## config.mk

```make
export PLATFORM = sky130hd
export DESIGN_NAME = song_reader_flat
export DESIGN_NICKNAME = d
export VERILOG_FILES = /design/src/rtl/song_reader_if.sv /design/src/rtl/song_reader.sv /design/src/flat_wrapper.sv
export SDC_FILE = /design/constraint.sdc
export NUM_CORES = 1
export LEC_CHECK = 0
export ABC_AREA = 1
export CELL_PAD_IN_SITES_DETAIL_PLACEMENT = 0
export CELL_PAD_IN_SITES_GLOBAL_PLACEMENT = 1
export CORE_UTILIZATION = 31
export CTS_CLUSTER_DIAMETER = 80
export DETAILED_ROUTE_END_ITERATION = 8
export GPL_TIMING_DRIVEN = 0
export HOLD_SLACK_MARGIN = 0.05
export PLACE_DENSITY = 0.78
export SETUP_SLACK_MARGIN = 0.3
export SYNTH_ARGS = -nofsm -noshare
export SYNTH_HDL_FRONTEND = slang
export SYNTH_SLANG_ARGS = --single-unit
```

## constraint.sdc

```tcl
create_clock -name clk -period 1.9 [get_ports clk]
set_input_delay 0.475 -clock clk [delete_from_list [all_inputs] [get_ports clk]]
set_output_delay 0.475 -clock clk [all_outputs]
set_load 0.03 [all_outputs]
```

## src/rtl/song_reader_if.sv

```systemverilog
// Bundle of the controller, note-player and song-ROM signals seen by song_reader.
interface song_reader_if #(
  parameter int unsigned SONG_BITS = 2,
  parameter int unsigned NOTE_BITS = 5,
  parameter int unsigned NOTE_W    = 6,
  parameter int unsigned DUR_W     = 6
);
  localparam int unsigned ADDR_W = SONG_BITS + NOTE_BITS;
  localparam int unsigned ROM_W  = NOTE_W + DUR_W;

  logic              play;
  logic              reset_play;
  logic              NextSong;
  logic              note_done;
  logic [ROM_W-1:0]  rom_data;
  logic [ADDR_W-1:0] rom_addr;
  logic [NOTE_W-1:0] note;
  logic [DUR_W-1:0]  duration;
  logic              new_note;
  logic              song_done;

  // Environment side: controller, note player and ROM.
  modport master (
    output play, reset_play, NextSong, note_done, rom_data,
    input  rom_addr, note, duration, new_note, song_done
  );

  // Sequencer side.
  modport slave (
    input  play, reset_play, NextSong, note_done, rom_data,
    output rom_addr, note, duration, new_note, song_done
  );
endinterface

```

## src/rtl/song_reader.sv

```systemverilog
// Walks the notes of the selected song in the song ROM and hands them one at a
// time to the note player; flags song_done when the end marker or the last
// note slot has been played.
module song_reader #(
  parameter int unsigned SONG_BITS = 2,
  parameter int unsigned NOTE_BITS = 5,
  parameter int unsigned NOTE_W    = 6,
  parameter int unsigned DUR_W     = 6
) (
  input logic          clk,
  input logic          reset,
  song_reader_if.slave bus
);
  localparam int unsigned ROM_W = NOTE_W + DUR_W;
  localparam logic [NOTE_BITS-1:0] LAST_IDX = '1;

  typedef enum logic [2:0] {
    IDLE  = 3'd0,
    FETCH = 3'd1,
    DATA  = 3'd2,
    HOLD  = 3'd3,
    DONE  = 3'd4
  } state_t;

  state_t                 state, state_nxt;
  logic [SONG_BITS-1:0]   song, song_nxt;
  logic [NOTE_BITS-1:0]   note_idx, note_idx_nxt;
  logic [NOTE_W-1:0]      note_q, note_nxt;
  logic [DUR_W-1:0]       duration_q, duration_nxt;
  logic                   new_note_q, new_note_nxt;
  logic                   song_done_q, song_done_nxt;

  logic                   note_accept;
  logic                   last_slot;
  logic                   rom_end;

  // A note_done in the same cycle as the new_note pulse is deliberately dropped.
  assign note_accept = (state == HOLD) && bus.note_done && !new_note_q;
  assign last_slot   = (note_idx == LAST_IDX);
  assign rom_end     = (bus.rom_data == '0);

  // State register.
  always_ff @(posedge clk) begin
    if (reset) state <= IDLE;
    else       state <= state_nxt;
  end

  // Next-state logic; NextSong/reset_play rewind ahead of normal sequencing.
  always_comb begin
    state_nxt = state;
    if (bus.NextSong || bus.reset_play) begin
      state_nxt = IDLE;
    end else begin
      case (state)
        IDLE:    if (bus.play) state_nxt = FETCH;
        FETCH:   if (bus.play) state_nxt = DATA;
        DATA:    if (bus.play) state_nxt = rom_end ? DONE : HOLD;
        HOLD:    if (note_accept) state_nxt = last_slot ? DONE : FETCH;
        DONE:    state_nxt = DONE;
        default: state_nxt = IDLE;
      endcase
    end
  end

  // Next values of the song/note pointers and the registered outputs.
  always_comb begin
    song_nxt      = song;
    note_idx_nxt  = note_idx;
    note_nxt      = note_q;
    duration_nxt  = duration_q;
    new_note_nxt  = 1'b0;
    song_done_nxt = (state_nxt == DONE);
    if (bus.NextSong) begin
      song_nxt     = song + SONG_BITS'(1);
      note_idx_nxt = '0;
    end else if (bus.reset_play) begin
      note_idx_nxt = '0;
    end else begin
      case (state)
        DATA: begin
          if (bus.play && !rom_end) begin
            note_nxt     = bus.rom_data[ROM_W-1:DUR_W];
            duration_nxt = bus.rom_data[DUR_W-1:0];
            new_note_nxt = 1'b1;
          end
        end
        HOLD: begin
          if (note_accept && !last_slot) note_idx_nxt = note_idx + NOTE_BITS'(1);
        end
        default: ;
      endcase
    end
  end

  // Pointer and output registers.
  always_ff @(posedge clk) begin
    if (reset) begin
      song        <= '0;
      note_idx    <= '0;
      note_q      <= '0;
      duration_q  <= '0;
      new_note_q  <= 1'b0;
      song_done_q <= 1'b0;
    end else begin
      song        <= song_nxt;
      note_idx    <= note_idx_nxt;
      note_q      <= note_nxt;
      duration_q  <= duration_nxt;
      new_note_q  <= new_note_nxt;
      song_done_q <= song_done_nxt;
    end
  end

  assign bus.rom_addr  = {song, note_idx};
  assign bus.note      = note_q;
  assign bus.duration  = duration_q;
  assign bus.new_note  = new_note_q;
  assign bus.song_done = song_done_q;
endmodule

```

## src/flat_wrapper.sv

```systemverilog
// flat-port wrapper written by rule: the top's interface ports become plain ports
module song_reader_flat 
#(
  parameter int unsigned SONG_BITS = 2,
  parameter int unsigned NOTE_BITS = 5,
  parameter int unsigned NOTE_W    = 6,
  parameter int unsigned DUR_W     = 6
)
  (clk, reset, bus_play, bus_reset_play, bus_NextSong, bus_note_done, bus_rom_data, bus_rom_addr, bus_note, bus_duration, bus_new_note, bus_song_done);
  song_reader_if #(.SONG_BITS(SONG_BITS), .NOTE_BITS(NOTE_BITS), .NOTE_W(NOTE_W), .DUR_W(DUR_W)) bus_i ();
  input logic clk;
  input logic reset;
  input wire logic [$bits(bus_i.play)-1:0] bus_play;
  input wire logic [$bits(bus_i.reset_play)-1:0] bus_reset_play;
  input wire logic [$bits(bus_i.NextSong)-1:0] bus_NextSong;
  input wire logic [$bits(bus_i.note_done)-1:0] bus_note_done;
  input wire logic [$bits(bus_i.rom_data)-1:0] bus_rom_data;
  output wire logic [$bits(bus_i.rom_addr)-1:0] bus_rom_addr;
  output wire logic [$bits(bus_i.note)-1:0] bus_note;
  output wire logic [$bits(bus_i.duration)-1:0] bus_duration;
  output wire logic [$bits(bus_i.new_note)-1:0] bus_new_note;
  output wire logic [$bits(bus_i.song_done)-1:0] bus_song_done;
  assign bus_i.play = bus_play;
  assign bus_i.reset_play = bus_reset_play;
  assign bus_i.NextSong = bus_NextSong;
  assign bus_i.note_done = bus_note_done;
  assign bus_i.rom_data = bus_rom_data;
  assign bus_rom_addr = bus_i.rom_addr;
  assign bus_note = bus_i.note;
  assign bus_duration = bus_i.duration;
  assign bus_new_note = bus_i.new_note;
  assign bus_song_done = bus_i.song_done;
  song_reader #(.SONG_BITS(SONG_BITS), .NOTE_BITS(NOTE_BITS), .NOTE_W(NOTE_W), .DUR_W(DUR_W)) u_core (.clk(clk), .reset(reset), .bus(bus_i));
endmodule
```

# Word level (Yosys, flattened, before mapping)
# Index checks and enable logic that the tools add are counted.
# word_totals
regBits	24
latchBits	0
ramBits	0
rom_bits	0
word_cells	41
mem_count	0
# classes
n_addsub	2
n_mul	0
n_div	0
magnitude_cmp	0
eq_ne	6
shift	0
n_mux	9
n_bitwise	3
reduce_logical	14
# op_table
op	n
two-way mux 3 bit	7
one-hot mux 3 bit (5 select lines)	1
zero test 12 bit	1
equality test 3 x 2 -> 1 bit, second input constant	2
equality test 3 bit, second input constant	2
adder 5 x 1 -> 5 bit, second input constant	1
equality test 5 bit, second input constant	1
logical AND 1 bit	4
AND reduction 4 bit	1
OR reduction 4 bit	1
equality test 3 x 1 -> 1 bit, second input constant	1
zero test 1 bit	3
zero test 3 bit	1
inverter 1 bit	3
OR reduction 3 bit	1
adder 2 x 1 -> 2 bit, second input constant	1
AND reduction 2 bit	1
logical OR 1 bit	1
two-way mux 1 bit	1

# Longest topological paths before layout
# depth
ltp_word	7
mapped_depth	9
ltp_nobuf	9

# Worst setup path after synthesis
# Ideal clock, no wire load.
# synth_path
path_type	register to register
start	register u_core.note_idx[0]
end	register u_core.note_idx[2]
setup_time_ns	0.116
arrival_time_ns	1.506
required_time_ns	1.784
slack_ns	0.277
path_stages_with_launch	10
path_cell_list	dfxtp_1 ha_1 nand2_1 nor2_1 ha_1 nand3b_2 inv_1 nand3_1 nand2_1 a21oi_1
# synth_between
elab_chain_cells	4
elab_cells_between_ends	5
cone_classes	add/sub (1); eq/ne (1); reduce/logical (3)
# synth_rtl
item	line	rtl
start: declaration	song_reader.sv:27	logic [NOTE_BITS-1:0] note_idx, note_idx_nxt;
start signal: assignment	song_reader.sv:106	note_idx <= note_idx_nxt;
branches (longest 4 deep; another with adder 5 x 1 -> 5 bit)	--	
# Several ways; the timed one is not identified.
# A chain may end at the register's enable or synchronous reset.

# Final worst setup path
# layout_path
start	input port bus_rom_data[2]
end	register u_core.note_q[5] (netlist: u_core.bus.note[5])
# layout_between
elab_chain_cells	4
# layout_rtl
item	line	rtl
start: declaration	flat_wrapper.sv:17	input wire logic [$bits(bus_i.rom_data)-1:0] bus_rom_data;
zero test 12 bit	song_reader.sv:40	assign rom_end = (bus.rom_data == '0);
zero test 1 bit	song_reader.sv:81	if (bus.play && !rom_end) begin
logical AND 1 bit	song_reader.sv:81	
AND reduction 4 bit (no line)	--	
end signal: assignment	song_reader.sv:107	note_q <= note_nxt;
end: declaration	song_reader.sv:28	logic [NOTE_W-1:0] note_q, note_nxt;
# No other way between the ends.

==> flow_summary.toml <==
[routing]
vias = 1192
drtAntennaViolNets = 0
drtIter0Drc = 25
wl_um = 2840
vias_per_cell = 4.21
drc_errors = 0
first_pass_iters = 4
avgRoutedWirePerCell_um = 10.0

[yosys]
ys_seq_elements = 24
netlist.area_leader.share = 0.378
yosysWarnings = 0
syn_nets = 211
avgSynthCellArea_um2 = 6.65
synth_top_cell_by_area = "dfxtp_1"
async_reset_ff_frac = 0
netlist_top_cells_count = "44 x inv_1, 44 x nand2_1, 25 x nor2_1"
ys_seq_area_frac = 0.378
synth_area_um2 = 1270
synth_edf_count = 0
synth-main-ff-cell = "dfxtp_1"
postSynthCellCount = 191
yosys-top-cells-area = "dfxtp_1 38%, inv_1 13%, nand2_1 13%"
yosysUniqueCellTypes = 22

[sta]
slew_headroom = 0.735
rsz0062_at_grt = "yes"
fmax_ghz = 0.640
post-route-period-util = 0.822
final.setup_skew_ns = 0.00338
setup_viol = 0
fin_crit_ns = 1.56
worst_pin_slew_ns = 0.398
tns_ns = 0
hold-worst-slack_ns = 0.483
hold_violations = 0
drv_slew = 0

[floorplanning]
die_w_um = 66.0
core_area_um2 = 3800
rows = 22
initial_utilization = 0.334
dieArea_um2 = 4360
die_h_um = 66.0
io_pins = 39

[clocking]
clock_latency_ns = 0.26
clock-root-buffer = "clkbuf_8"
tritoncts = "built"
h-tree-depth = 1
clock_path_buffers = 2
cts_buffers = 3
cts_sinks = 24
cts_hold_buf = 0
path_clk_slew_ns = 0.08

[worst_setup_path]
worstPathRequired_ns = 2.07
worstReg2RegStart = "u_core.note_idx[0]$_SDFFE_PP0P_"
path_delay_family = "simple AND/OR/NAND/NOR gates"
path_buf_inv = 3
critPathKind = "primary input to register"
critPathCaptureType = "register"
crit_arrival_ns = 1.73
worst_r2r_path_depth = 7
crit_path_max_fanout = 5
crit_start = "bus_rom_data[2]"
r2r-end = "u_core.note_idx[0]$_SDFFE_PP0P_"
critPathLaunchType = "primary input"
crit_chain = "clkdlybuf4s50_1 > nor2_1 > nand2_1 > nor2_2 > nand2_2 > nand3_4 > clkbuf_16 > nand2_1 > inv_2 > nor2_1"
slowest_stage = "clkdlybuf4s50_1"
r2r_slack_ns = 0.47
max_stage_delay_ns = 0.42

[place]
hpwl_um = 2040
place_congestion = 0.722
port_buffers = 38
post_dp_cell_area_um2 = 1710

[power_and_ir_drop]
leakage_nw = 0.974
power_mw = 0.905
p_per_area_nw_per_um2 = 499
peakVddDrop_mv = 0.202

[min_path]
min_path_type = "register to register"
min_to = "u_core.song[0]$_SDFFE_PP0P_"
holdPathStages = 1
worstHoldStart = "u_core.song[0]$_SDFFE_PP0P_"

[global_route]
grt_max_degree = 13
antenna_found_initial = 0
grt.overflow.total = 0
grt_pass1_wl_um = 4640
grt_pass1_vias = 1086
track_usage = 0.139

[layout]
layout.nets = 257
design_area_um2 = 1810
drive_above_1_share = 0.123
fin_util = 0.477
antenna_cells = 0
syn2layout_area_growth_pct = 42.8

[job]
maxCapViolCount = 0

[run_status]
status = "completed"
-- area by class of cell --
type	instances	area [um2]
timing repair buffer	41	408
tap	48	60.1
fill	418	1990
inverter	47	176
sequential	24	483
multi-input combinational	115	602
clock buffer	3	41.3
buffer	5	42.5
-- routing by layer --
layer,vias up,global-route usage,part of all wire,wire (um)
met1,505,0.187,0.52,1470
met3,2,0.0207,0.035,99
li1,666,-,-,-
met2,19,0.217,0.44,1240
met4,0,0.0638,0.0095,27
met5,-,0,0,0
-- kinds of logic (layout without fill, tap and decap cells) --
| group | count (synthesis) | count (layout) | share of synthesized area |
|---|---|---|---|
| simple gates | 97 | 97 | 0.370 |
| buf+inv | 52 | 96 | 0.165 |
| flops | 24 | 24 | 0.378 |
| compound gates | 15 | 15 | 0.0601 |
| fa+ha+maj | 2 | 2 | 0.0197 |
| xor+xnor | 1 | 1 | 0.00690 |
-- state kept, by name, indices dropped and copies added (netlist names) --
name and cells:
u_core.bus.duration 6, u_core.bus.note 6, u_core.note_idx 5, u_core.state 3, u_core.song 2, u_core.bus.new_note 1
u_core.bus.song_done 1
-- through the flow --
stage                     instances  worst slack (ns)
after floorplan                 191             0.302
after global placement          277            0.0120
after detailed placement        277            0.0203
after CTS                       280             0.306
after global routing            283             0.271
final                           283             0.338
-- worst register-to-register path, cell delays in order (launching register included) --
cell,delay (ns)
dfxtp_2,0.35
ha_2,0.20
nand2_1,0.07
nor2_1,0.04
ha_1,0.19
nand3b_4,0.19
or2_0,0.21
a21oi_1,0.11
-- power breakdown --
group | leakage [nW] | internal (mW) | switching [mW]
clock | 0.0216 | 0.142 | 0.154
combinational | 0.758 | 0.0470 | 0.0517
sequential | 0.195 | 0.507 | 0.00365
-- worst max-delay path by stage --
stage / end / slack [ns] / cells after the start
6_report: u_core.bus.note[5]$_SDFFE_PP0P_ / 0.34 / 10
4_1_cts: u_core.bus.song_done$_SDFF_PP0_ / 0.31 / 6
3_5_place_dp: u_core.state[0]$_SDFF_PP0_ / 0.02 / 6
5_1_grt: u_core.bus.duration[1]$_SDFFE_PP0P_ / 0.27 / 10
2_1_floorplan: u_core.note_idx[2]$_SDFFE_PP0P_ / 0.30 / 9
3_3_place_gp: u_core.bus.duration[1]$_SDFFE_PP0P_ / 0.01 / 6
-- placed cells by master (no fill, tap or decap) --
| cell | synthesis | final |
|---|---|---|
| nand2_1 | 44 | 44 |
| inv_1 | 44 | 42 |
| nor2_1 | 25 | 23 |
| dfxtp_1 | 24 | 22 |
| dlygate4sd2_1 | 0 | 20 |
| nand4_1 | 15 | 15 |
| clkdlybuf4s50_1 | 0 | 10 |
| a21oi_1 | 9 | 9 |
| dlymetal6s2s_1 | 0 | 7 |
| inv_2 | 3 | 5 |
| o21ai_0 | 5 | 5 |
| nor2_2 | 3 | 4 |
| nand3_1 | 4 | 4 |
| buf_4 | 1 | 3 |
| clkbuf_8 | 0 | 3 |
| nand3_4 | 2 | 2 |
| dfxtp_2 | 0 | 2 |
| nand2_2 | 1 | 1 |
| nor2_4 | 0 | 1 |
| nor2_8 | 1 | 1 |
| buf_8 | 0 | 1 |
| buf_6 | 1 | 1 |
| buf_2 | 2 | 1 |
| buf_1 | 1 | 1 |
| nand3b_4 | 0 | 1 |
| xor2_1 | 1 | 1 |
| a31oi_1 | 1 | 1 |
| or2_0 | 1 | 1 |
| ha_2 | 0 | 1 |
| ha_1 | 2 | 1 |
| clkbuf_16 | 0 | 1 |
| clkbuf_2 | 0 | 1 |
-- timing repair --
item / 4_1_cts / 5_1_grt
cloned: 0 / 1
setup endpoints to repair: 22 / 19
pin swaps: 0 / 6
resized for setup: 22 / 20
buffers inserted: 0 / 2
Power figures use the tool's default switching activity.
